==> src/rtl/bcd_pkg.sv <==
// -----------------------------------------------------------------------------
// bcd_pkg
// Shared constants and the FSM state encoding for the score BCD converter.
//   BCD_BLANK  : nibble code that the 7-segment driver renders as a blank digit
//   NUM_DIGITS : number of decimal digits produced (thousands..ones)
//   state_t    : converter FSM states (IDLE / SHIFT / FINISH)
// -----------------------------------------------------------------------------
package bcd_pkg;

  localparam logic [3:0] BCD_BLANK  = 4'hF;
  localparam int         NUM_DIGITS = 4;

  typedef enum logic [1:0] {
    ST_IDLE   = 2'd0,
    ST_SHIFT  = 2'd1,
    ST_FINISH = 2'd2
  } state_t;

endpackage : bcd_pkg

==> src/rtl/bcd_add3.sv <==
// -----------------------------------------------------------------------------
// bcd_add3
// Double-dabble nibble correction: a digit of 5 or more gets 3 added so that
// the following left shift carries correctly into the next decimal digit.
// Ports:
//   i_nib : BCD nibble before correction
//   o_nib : corrected nibble (i_nib >= 5 ? i_nib + 3 : i_nib)
// -----------------------------------------------------------------------------
module bcd_add3 (
  input  logic [3:0] i_nib,
  output logic [3:0] o_nib
);

  // Conditional add-3 on one nibble.
  always_comb begin
    o_nib = i_nib;
    if (i_nib >= 4'd5) begin
      o_nib = i_nib + 4'd3;
    end else begin
      o_nib = i_nib;
    end
  end

endmodule : bcd_add3

==> src/rtl/score_bcd_converter.sv <==
// -----------------------------------------------------------------------------
// score_bcd_converter
// Sequential binary-to-BCD converter (double dabble, one iteration per clock)
// feeding the 4-digit 7-segment display driver. Digit outputs only change on
// conversion completion, so the display never shows intermediate values.
// Ports:
//   clk       : system clock
//   rst       : asynchronous active-high reset
//   start     : conversion request, only honoured in IDLE
//   bin       : binary score, captured on the accepting edge
//   busy      : conversion in progress
//   done      : one-cycle completion pulse
//   overflow  : last input exceeded MAX_VAL (digits saturated to MAX_VAL)
//   val1..4   : thousands..ones digit; leading zeros of val1..val3 blanked
//               to BCD_BLANK when BLANK_LZ=1, val4 never blanked
// -----------------------------------------------------------------------------
module score_bcd_converter
  import bcd_pkg::*;
#(
  parameter int BIN_WIDTH = 14,
  parameter int MAX_VAL   = 9999,
  parameter bit BLANK_LZ  = 1'b1
) (
  input  logic                 clk,
  input  logic                 rst,
  input  logic                 start,
  input  logic [BIN_WIDTH-1:0] bin,
  output logic                 busy,
  output logic                 done,
  output logic                 overflow,
  output logic [3:0]           val1,
  output logic [3:0]           val2,
  output logic [3:0]           val3,
  output logic [3:0]           val4
);

  localparam int BCD_W = 4 * NUM_DIGITS;
  localparam int SR_W  = BCD_W + BIN_WIDTH;
  localparam int CNT_W = $clog2(BIN_WIDTH);

  localparam logic [BIN_WIDTH-1:0] MAX_BIN  = BIN_WIDTH'(MAX_VAL);
  localparam logic [CNT_W-1:0]     LAST_IT  = CNT_W'(BIN_WIDTH - 1);
  // Reset value for a leading digit: the converted value 0 shows as blank.
  localparam logic [3:0]           RST_LEAD = BLANK_LZ ? BCD_BLANK : 4'h0;

  state_t               r_state;
  state_t               w_state_nxt;
  logic [CNT_W-1:0]     r_cnt;
  logic [SR_W-1:0]      r_sr;       // {bcd[15:0], bin[BIN_WIDTH-1:0]}
  logic                 r_ovf_pend;
  logic                 r_busy;
  logic                 r_done;
  logic                 r_overflow;
  logic [3:0]           r_val1;
  logic [3:0]           r_val2;
  logic [3:0]           r_val3;
  logic [3:0]           r_val4;

  logic [BIN_WIDTH-1:0] w_bin_sat;
  logic                 w_bin_ovf;
  logic [BCD_W-1:0]     w_bcd_corr;
  logic [SR_W-1:0]      w_sr_shift;
  logic [3:0]           w_d3;
  logic [3:0]           w_d2;
  logic [3:0]           w_d1;
  logic [3:0]           w_d0;
  logic                 w_lz1;
  logic                 w_lz2;
  logic                 w_lz3;

  // Add-3 correction on every BCD nibble of the shift register.
  for (genvar g = 0; g < NUM_DIGITS; g++) begin : g_add3
    bcd_add3 u_add3 (
      .i_nib (r_sr[BIN_WIDTH + 4*g +: 4]),
      .o_nib (w_bcd_corr[4*g +: 4])
    );
  end

  // Correct first, then shift; the top BCD bit shifted out is always 0 for
  // inputs saturated to 9999.
  assign w_sr_shift = {w_bcd_corr, r_sr[BIN_WIDTH-1:0]} << 1;

  assign w_bin_ovf  = (bin > MAX_BIN);
  assign w_bin_sat  = w_bin_ovf ? MAX_BIN : bin;

  assign w_d3 = r_sr[SR_W-1   -: 4];
  assign w_d2 = r_sr[SR_W-5   -: 4];
  assign w_d1 = r_sr[SR_W-9   -: 4];
  assign w_d0 = r_sr[SR_W-13  -: 4];

  // A digit is a leading zero only if every digit to its left is one too.
  assign w_lz1 = BLANK_LZ && (w_d3 == 4'h0);
  assign w_lz2 = w_lz1 && (w_d2 == 4'h0);
  assign w_lz3 = w_lz2 && (w_d1 == 4'h0);

  // FSM state register.
  always_ff @(posedge clk or posedge rst) begin
    if (rst) begin
      r_state <= ST_IDLE;
    end else begin
      r_state <= w_state_nxt;
    end
  end

  // FSM next-state logic.
  always_comb begin
    w_state_nxt = r_state;
    case (r_state)
      ST_IDLE: begin
        if (start) begin
          w_state_nxt = ST_SHIFT;
        end else begin
          w_state_nxt = ST_IDLE;
        end
      end
      ST_SHIFT: begin
        if (r_cnt == LAST_IT) begin
          w_state_nxt = ST_FINISH;
        end else begin
          w_state_nxt = ST_SHIFT;
        end
      end
      ST_FINISH: w_state_nxt = ST_IDLE;
      default:   w_state_nxt = ST_IDLE;
    endcase
  end

  // Datapath: capture, iterate, and publish the result registers.
  always_ff @(posedge clk or posedge rst) begin
    if (rst) begin
      r_cnt      <= '0;
      r_sr       <= '0;
      r_ovf_pend <= 1'b0;
      r_busy     <= 1'b0;
      r_done     <= 1'b0;
      r_overflow <= 1'b0;
      r_val1     <= RST_LEAD;
      r_val2     <= RST_LEAD;
      r_val3     <= RST_LEAD;
      r_val4     <= 4'h0;
    end else begin
      r_done <= 1'b0;
      case (r_state)
        ST_IDLE: begin
          if (start) begin
            r_sr       <= {{BCD_W{1'b0}}, w_bin_sat};
            r_ovf_pend <= w_bin_ovf;
            r_cnt      <= '0;
            r_busy     <= 1'b1;
          end
        end
        ST_SHIFT: begin
          r_sr  <= w_sr_shift;
          r_cnt <= r_cnt + CNT_W'(1);
        end
        ST_FINISH: begin
          r_val1     <= w_lz1 ? BCD_BLANK : w_d3;
          r_val2     <= w_lz2 ? BCD_BLANK : w_d2;
          r_val3     <= w_lz3 ? BCD_BLANK : w_d1;
          r_val4     <= w_d0;
          r_overflow <= r_ovf_pend;
          r_done     <= 1'b1;
          r_busy     <= 1'b0;
        end
        default: begin
          r_busy <= 1'b0;
        end
      endcase
    end
  end

  assign busy     = r_busy;
  assign done     = r_done;
  assign overflow = r_overflow;
  assign val1     = r_val1;
  assign val2     = r_val2;
  assign val3     = r_val3;
  assign val4     = r_val4;

endmodule : score_bcd_converter

==> config.mk <==
export PLATFORM = sky130hd
export DESIGN_NAME = score_bcd_converter
export DESIGN_NICKNAME = d
export VERILOG_FILES = /design/src/rtl/bcd_pkg.sv /design/src/rtl/bcd_add3.sv /design/src/rtl/score_bcd_converter.sv
export SDC_FILE = /design/constraint.sdc
export NUM_CORES = 1
export LEC_CHECK = 0
export BUFFER_PORTS_ARGS = -buffer_cell sky130_fd_sc_hd__buf_4
export CAP_MARGIN = 5
export CORE_ASPECT_RATIO = 1.25
export CORE_UTILIZATION = 44
export CTS_CLUSTER_DIAMETER = 40
export CTS_CLUSTER_SIZE = 30
export DETAILED_ROUTE_END_ITERATION = 10
export PLACE_DENSITY = 0.66
export RECOVER_POWER = 100
export SLEW_MARGIN = 0
export SYNTH_ARGS = -nofsm -noshare
export SYNTH_HDL_FRONTEND = slang
export SYNTH_SLANG_ARGS = --single-unit
==> constraint.sdc <==
create_clock -name clk -period 1.6 [get_ports clk]
set_input_delay 0.32 -clock clk [delete_from_list [all_inputs] [get_ports clk]]
set_output_delay 0.32 -clock clk [all_outputs]
set_load 0.02 [all_outputs]
==> results of run 1 <==
## metal layers
metal	track usage	up-vias	wire length, µm
met4	0.0588	0	67
li1	-	1024	-
met2	0.327	31	2540
met5	0	-	0
met1	0.237	978	2400
met3	0.0327	6	162
## logic make-up after synthesis
family,share of synthesized area
AO/OA/AOI/OAI,0.206
XOR/XNOR,0.0131
adder cells (fa/ha/maj),0.0563
buffers and inverters,0.0507
flip-flops,0.531
multiplexers,0.0155
AND/OR/NAND/NOR,0.127
## registers in the layout (all words and copies together), names as in the netlist
| signal | flops |
|---|---|
| busy | 1 |
| r_sr | 30 |
| val4 | 4 |
| done | 1 |
| r_cnt | 4 |
| val2 | 4 |
| r_state | 2 |
| val1 | 4 |
| val3 | 4 |
| r_ovf_pend | 1 |
| overflow | 1 |
## through the flow
stage               instances  setup WS (ns)
floorplan                 261          0.112
global placement          367         0.0743
detailed placement        367        -0.0370
CTS                       375        0.00856
global route              376        -0.0273
finish                    376         0.0655
## critical path: cells and delay by family (launching register included)
kind,cells,cell delay [ns]
flops,1,0.42
simple gates,3,0.55
buf+inv,1,0.09
compound gates,1,0.24
fa+ha+maj,1,0.15
## power breakdown
group | switching [mW] | internal (mW) | leakage (nW)
combinational | 1.49 | 1.27 | 0.725
clock | 0.434 | 0.396 | 0.0515
sequential | 0.503 | 2.14 | 0.670
## repair_timing
item                       CTS  global route
hold endpoints to repair     0             0
buffers inserted             0             1
gates resized for setup      3             9
setup endpoints to repair    2             8
## final timing paths
check                          from       end  cells past startpoint
max in group asynchronous       rst  r_sr[29]                      3
hold reg to reg             val1[1]   val1[1]                      2
setup / recovery           r_sr[26]   val3[1]                      6
hold / removal                  rst  r_sr[16]                      2
min in group clk            bin[11]  r_sr[11]                      3
setup reg to reg           r_sr[26]   val3[1]                      6
## layout by cell type (no fill, tap or decap), types with 5 or more instances in the layout
| master | n |
|---|---|
| o31ai_1 | 5 |
| clkbuf_1 | 19 |
| nor2_1 | 12 |
| o22ai_1 | 16 |
| o21ai_0 | 15 |
| inv_1 | 14 |
| ha_1 | 10 |
| dfstp_2 | 7 |
| buf_4 | 31 |
| o21ai_1 | 10 |
| dfstp_1 | 5 |
| dfrtp_1 | 44 |
| nand2b_1 | 6 |
| nand2_1 | 39 |
| a21oi_1 | 11 |
| clkbuf_8 | 7 |
## cell type report
cell class	count	area, µm²
tap	66	82.6
sequential	56	1420
multi-input combinational	175	1160
inverter	18	68.8
timing repair buffer	53	323
clock buffer	8	100
fill	551	2670
## Yosys cell counts (2+ instances only)
| master | instances |
|---|---|
| mux2i_1 | 3 |
| o22ai_1 | 16 |
| o21ai_0 | 14 |
| a31oi_1 | 4 |
| xnor2_1 | 4 |
| o31ai_1 | 6 |
| nand2b_1 | 6 |
| dfrtp_1 | 44 |
| ha_1 | 12 |
| nand4_1 | 2 |
| nor3b_1 | 3 |
| a22o_1 | 3 |
| a21oi_1 | 14 |
| buf_2 | 9 |
| dfstp_2 | 12 |
| inv_1 | 18 |
| a22oi_1 | 3 |
| nor2_1 | 12 |
| nand2_1 | 39 |
| a222oi_1 | 4 |
| a32o_1 | 4 |
| o21ai_1 | 11 |
==> impl_metrics.toml, run 1 <==
[route]
wl_per_cell_um = 13.8
detail-route-antenna-nets = 0
drc_errors = 0
wirelength_mm = 5.18
drt_iter0_drc = 93
vias = 2039
first_pass_iters = 4
vias_per_cell = 5.42

[placement]
place_area_um2 = 3100
io_buffers = 35
dp_hpwl_mm = 3.77
place_congestion = 0.767

[clocking]
cts_made_buffers = 5
cts_sinks = 56
tritoncts = "done"
clock_latency_ns = 0.30
holdBufCountCts = 0
h-tree-depth = 2
root_buffer = "clkbuf_8"
clockBufferDepth = 2
cts.clk_slew.worst_paths_ns = 0.10

[global_route]
grt_max_degree = 27
first_global_vias = 1960
grt_pass1_wl_mm = 9.16
track_usage = 0.187
overflow = 0
antenna_found_initial = 0

[critical_path]
start_kind = "register"
worstPathMaxFanout = 6
cp_slowest_cell = "dfrtp_1"
slowest_delay_ns = 0.42
ff2ff_setup_slack_ns = 0.07
crit_chain = "inv_2, ha_4, nor3b_4, and3_4, nand3b_2, o31ai_1"
critPathRequiredTime_ns = 1.82
crit_arrival_ns = 1.75
path_class = "register to register"
cp-end-kind = "register"

[sta]
tightestPinTransition_ns = 0.889
skew_ns = 0.00729
relSlewSlack = 0.404
hold_viol_final = 0
maxSlewViolCount = 0
finalCritPeriodShare = 0.959
finalSetupViolations = 0
layout_min_cycle_time_ns = 1.53
max_freq_ghz = 0.652
fin_tns_setup_ns = 0
whs_ns = 0.140

[floorplan]
die_h_um = 89.0
dieArea_um2 = 6380
rows = 31
core-area_um2 = 5820
fp.dieW_um = 71.6
ios = 36
initial_core_util = 0.458

[logic_synthesis]
synth_nets = 290
yosysTopAreaCellShare = 0.413
synth_cells = 261
synth_area_um2 = 2670
ys_seq_elements = 56
synth_top_cell_by_area = "dfrtp_1"
synth_cell_type_count = 40
synth_seq_area_share = 0.531
synth-edff-count = 0
synth_area_leaders = "dfrtp_1, dfstp_2, ha_1"
postSynth.asyncResetShare = 1.00
syn_avg_cell_area_um2 = 10.2
synth_warnings = 0
synthFlopType = "dfrtp_1"

[final_layout]
drive_gt1_frac = 0.213
final_core_util = 0.542
final_nets = 338
diodes = 0
design_area_um2 = 3150
syn_to_final_growth_pct = 18.2

[min_path]
min_path_type = "primary input to async pin"

[power]
p_per_area_nw_per_um2 = 1980
finalPower_mw = 6.23
peakVddDrop_uv = 736
leakagePower_nw = 1.45

[run]
maxCapViolCount = 0

[status]
status = "finished, final reports clean"
Note: power is estimated with default switching activity, not from simulation.
==> inputs of run 2 (changes only) <==
- BUFFER_PORTS_ARGS: -buffer_cell sky130_fd_sc_hd__buf_4 -> -buffer_cell sky130_fd_sc_hd__buf_2
==> run 2 against run 1 <==
- worst setup slack worse by 0.022 ns
- clock-buffer cell count decreased by 1
- critical path depth is the same
- core utilization decreased by 1.1 points
- cell count is 0.80% higher
- clock skew hardly changed
- die area stayed put
- critical endpoint unchanged
- largest power group unchanged
- highest routed layer unchanged
==> impl_metrics.toml, run 2 (synthesized netlist as in run 1, its figures left out) <==
[clocking]
cts_sinks = 56
cts.clk_slew.worst_paths_ns = 0.09
cts_made_buffers = 5
clockBufferDepth = 2
tritoncts = "done"
holdBufCountCts = 0
clock_latency_ns = 0.30
root_buffer = "clkbuf_8"
h-tree-depth = 2

[placement]
dp_hpwl_mm = 3.70
dp_cells = 370
place_congestion = 0.773
io_buffers = 35

[status]
status = "finished, final reports clean"

[route]
detail-route-antenna-nets = 0
vias = 2047
first_pass_iters = 5
wl_per_cell_um = 14.1
vias_per_cell = 5.40
drc_errors = 0
drt_iter0_drc = 120
wirelength_mm = 5.34

[global_route]
grt_util_met2 = 0.336
grt_most_used_layer = "met2"
overflow = 0
antenna_found_initial = 0
grt_max_degree = 57
grt_use_met3 = 0.0361
grt_pass1_wl_mm = 9.15
track_usage = 0.185
grt_util_met1 = 0.219
first_global_vias = 2048

[floorplan]
core-area_um2 = 5820
dieArea_um2 = 6380
ios = 36
initial_core_util = 0.458
die_h_um = 89.0
fp.dieW_um = 71.6
rows = 31

[critical_path]
critPathRequiredTime_ns = 1.82
path_class = "register to register"
start_kind = "register"
worstPathMaxFanout = 6
cp-end-kind = "register"
crit_arrival_ns = 1.77

[sta]
whs_ns = 0.239
layout_min_cycle_time_ns = 1.56
skew_ns = 0.00746
finalSetupViolations = 0
relSlewSlack = 0.195
tightestPinTransition_ns = 1.21
finalCritPeriodShare = 0.973
max_freq_ghz = 0.643
maxSlewViolCount = 0
hold_viol_final = 0

[final_layout]
diodes = 0
final_cell_count_no_fill = 379
mostFrequentLayoutCell = "dfrtp_1"
final_nets = 341
syn_to_final_growth_pct = 15.7
largest_reg_flops = 30
most-common-layout-cells = "dfrtp_1, nand2_1, clkbuf_1, o21ai_0, buf_2"
drive_gt1_frac = 0.201
top_register = "r_sr"

[power]
leakagePower_nw = 1.41
p_per_area_nw_per_um2 = 1960
peakVddDrop_uv = 944

[min_path]
min_path_type = "primary input to register"

[run]
maxCapViolCount = 0
==> run 2: through the flow <==
step / area, µm² / utilization / power (mW) / TNS, ns / worst slack (ns)
after floorplan: 2670 / - / 4.54 / 0 / 0.112
after global routing: 3090 / 0.530 / 6.57 / -0.0687 / -0.0373
final: 3090 / 0.530 / 6.06 / 0 / 0.0436
after detailed placement: 3050 / 0.524 / 5.42 / 0 / 0.0646
after CTS: 3130 / 0.538 / 6.18 / 0 / 0.0259
after global placement: 3050 / 0.524 / 5.33 / 0 / 0.125
==> run 2: path summary, 6_finish.rpt <==
path	cells past startpoint	startpoint	slack, ns	endpoint
max	6	r_sr[27]	0.04	val3[1]
min	3	bin[5]	0.24	r_sr[5]
max reg2reg	6	r_sr[27]	0.04	val3[1]
min reg2reg	2	val1[1]	0.46	val1[1]
max in group asynchronous	3	rst	0.43	r_sr[26]
min in group asynchronous	3	rst	0.43	busy
==> run 2: layout make-up <==
class / count / area (µm²)
Timing Repair Buffer: 56 / 303
Fill cell: 563 / 2730
Clock inverter: 1 / 5.00
Sequential cell: 56 / 1420
Inverter: 18 / 72.6
Clock buffer: 7 / 76.3
Tap cell: 66 / 82.6
Multi-Input combinational cell: 175 / 1130
==> run 2: layer usage <==
metal | vias up | part of all wire | wire [µm]
li1 | 1025 | - | -
met1 | 980 | 0.44 | 2370
met2 | 38 | 0.51 | 2740
met3 | 4 | 0.031 | 168
met4 | 0 | 0.011 | 60
met5 | - | 0 | 0
==> run 2: power by group <==
group	internal (mW)	total, mW	leakage (nW)	switching, mW
Clock	0.309	0.732	0.0422	0.424
Combinational	1.20	2.70	0.692	1.50
Sequential	2.16	2.63	0.672	0.475
==> run 2: what timing repair did <==
action	4_1_cts	5_1_grt
setup endpoints to repair	0	7
gates resized for setup	0	7
setup buffers	0	1
==> run 2: critical path: stages, from the launching register on <==
cell	delay, ns
dfrtp_1	0.38
inv_1	0.13
ha_2	0.22
nor3b_2	0.20
and3_4	0.24
nand3b_2	0.11
o31ai_1	0.21
==> inputs of run 3 (changes only) <==
- PLACE_DENSITY: 0.66 -> 0.73
==> run 3 against run 2 <==
- first-iteration DRC count grew 28%
- cell count shrank 0.79%
- register-to-register slack gained 0.06 ns
- sequential power is essentially flat
- critical path depth is the same
- worst setup slack gained 0.064 ns
- core utilization grew 0.15 points
- hold slack lost 0.00064 ns
- global-route usage shrank 0.67 points
- clock skew grew 0.0047 ns
- fmax grew 4.3%
==> impl_metrics.toml, run 3 (synthesized netlist as in run 1, its figures left out) <==
[sta]
finalCritPeriodShare = 0.933
skew_ns = 0.0122
tightestPinTransition_ns = 1.34
hold_viol_final = 0
maxSlewViolCount = 0
layout_min_cycle_time_ns = 1.49
relSlewSlack = 0.109
finalSetupViolations = 0
rsz0062_at_grt = "yes"
max_freq_ghz = 0.670

[clocking]
holdBufCountCts = 0
root_buffer = "clkbuf_8"
cts_sinks = 56
clock_latency_ns = 0.30
cts_made_buffers = 5
h-tree-depth = 2
clockBufferDepth = 2
tritoncts = "done"
cts.clk_slew.worst_paths_ns = 0.10

[global_route]
grt_max_degree = 57
grt_util_met2 = 0.313
grt_use_met3 = 0.0372
grt_util_met1 = 0.226
grt_most_used_layer = "met2"
track_usage = 0.178
grt_pass1_wl_mm = 8.91
first_global_vias = 1949
overflow = 0
antenna_found_initial = 0

[route]
drt_iter0_drc = 153
detail-route-antenna-nets = 0
vias_per_cell = 5.55
drc_errors = 0
first_pass_iters = 5
wirelength_mm = 5.23
wl_per_cell_um = 13.9
vias = 2086

[floorplan]
ios = 36
dieArea_um2 = 6380
rows = 31
fp.dieW_um = 71.6
die_h_um = 89.0
core-area_um2 = 5820
initial_core_util = 0.458

[final_layout]
final_nets = 338
diodes = 0
drive_gt1_frac = 0.210
syn_to_final_growth_pct = 16.0
mostFrequentLayoutCell = "dfrtp_1"
largest_reg_flops = 30
top_register = "r_sr"
final_cell_count_no_fill = 376
most-common-layout-cells = "dfrtp_1, nand2_1, clkbuf_1, o21ai_0, o22ai_1"

[power]
p_per_area_nw_per_um2 = 1990
leakagePower_nw = 1.42
finalPower_mw = 6.16
peakVddDrop_uv = 715

[placement]
dp_hpwl_mm = 3.67
place_congestion = 0.839
io_buffers = 35
dp_cells = 366

[critical_path]
r2r-end = "r_sr[24]"
ff2ff_setup_slack_ns = 0.11
path_class = "register to register"
critPathRequiredTime_ns = 1.78
slowest_delay_ns = 0.40
cp_slowest_cell = "dfrtp_1"
crit_chain = "inv_1, ha_1, nand2b_1, a21oi_2, mux2i_1, a22o_1"
rr_startpoint = "r_sr[23]"
cp-end-kind = "register"
r2r_cells = 6
worstPathMaxFanout = 5
start_kind = "register"
crit_arrival_ns = 1.68

[run]
maxCapViolCount = 0

[min_path]
min_path_cells = 3
min_to = "r_sr[12]"
min_path_type = "primary input to register"
hp-start = "bin[12]"

[status]
status = "finished, final reports clean"
[run 3: layer usage]
metal / up-vias / wire length [µm]
met3: 4 / 184
met4: 0 / 49
met1: 1009 / 2410
met5: - / 0
li1: 1027 / -
met2: 46 / 2590
[run 3: worst max-delay path by stage]
| stage | from | endpoint | slack (ns) | cells after the start |
|---|---|---|---|---|
| after floorplan | r_sr[26] | val3[0] | 0.11 | 6 |
| after detailed placement | r_sr[19] | r_sr[20] | 0.08 | 6 |
| final | r_sr[23] | r_sr[24] | 0.11 | 6 |
| after global routing | r_sr[23] | r_sr[24] | -0.03 | 6 |
| after global placement | r_sr[19] | r_sr[20] | 0.12 | 6 |
| after CTS | r_sr[19] | r_sr[20] | 0.04 | 6 |
[run 3: area by class of cell]
| class | instances | area (µm²) |
|---|---|---|
| Clock buffer | 7 | 86.3 |
| Clock inverter | 1 | 6.26 |
| Fill cell | 547 | 2720 |
| Inverter | 18 | 71.3 |
| Multi-Input combinational cell | 175 | 1150 |
| Sequential cell | 56 | 1420 |
| Tap cell | 66 | 82.6 |
| Timing Repair Buffer | 53 | 278 |
[run 3: timing repair]
action | in CTS | in global routing
setup buffers | 0 | 2
resized for setup | 0 | 15
endpoints found under the setup margin | 0 | 10
[run 3: critical path, delay by kind of cell (launching register included)]
family	cells	cell delay (ns)
compound gates	2	0.42
flops	1	0.40
fa+ha+maj	1	0.21
buf+inv	1	0.14
simple gates	1	0.10
mux	1	0.10
[run 3: power breakdown]
| group | leakage [nW] | total, mW | switching (mW) | internal, mW |
|---|---|---|---|---|
| registers | 0.672 | 2.66 | 0.498 | 2.16 |
| logic | 0.695 | 2.73 | 1.51 | 1.21 |
| clock network | 0.0488 | 0.777 | 0.423 | 0.354 |
| total | 1.42 | 6.16 | 2.44 | 3.73 |
[run 3: metrics by stage]
| step | utilization | TNS (ns) | setup WS, ns | hold slack (ns) | area (µm²) |
|---|---|---|---|---|---|
| finish | 0.532 | 0 | 0.108 | 0.238 | 3090 |
| global route | 0.532 | -0.0610 | -0.0317 | 0.245 | 3090 |
| CTS | 0.532 | 0 | 0.0446 | 0.0815 | 3100 |
| detailed placement | 0.517 | 0 | 0.0762 | 0.417 | 3010 |
| global placement | 0.517 | 0 | 0.124 | 0.414 | 3010 |
| floorplan | - | 0 | 0.112 | 0.396 | 2670 |
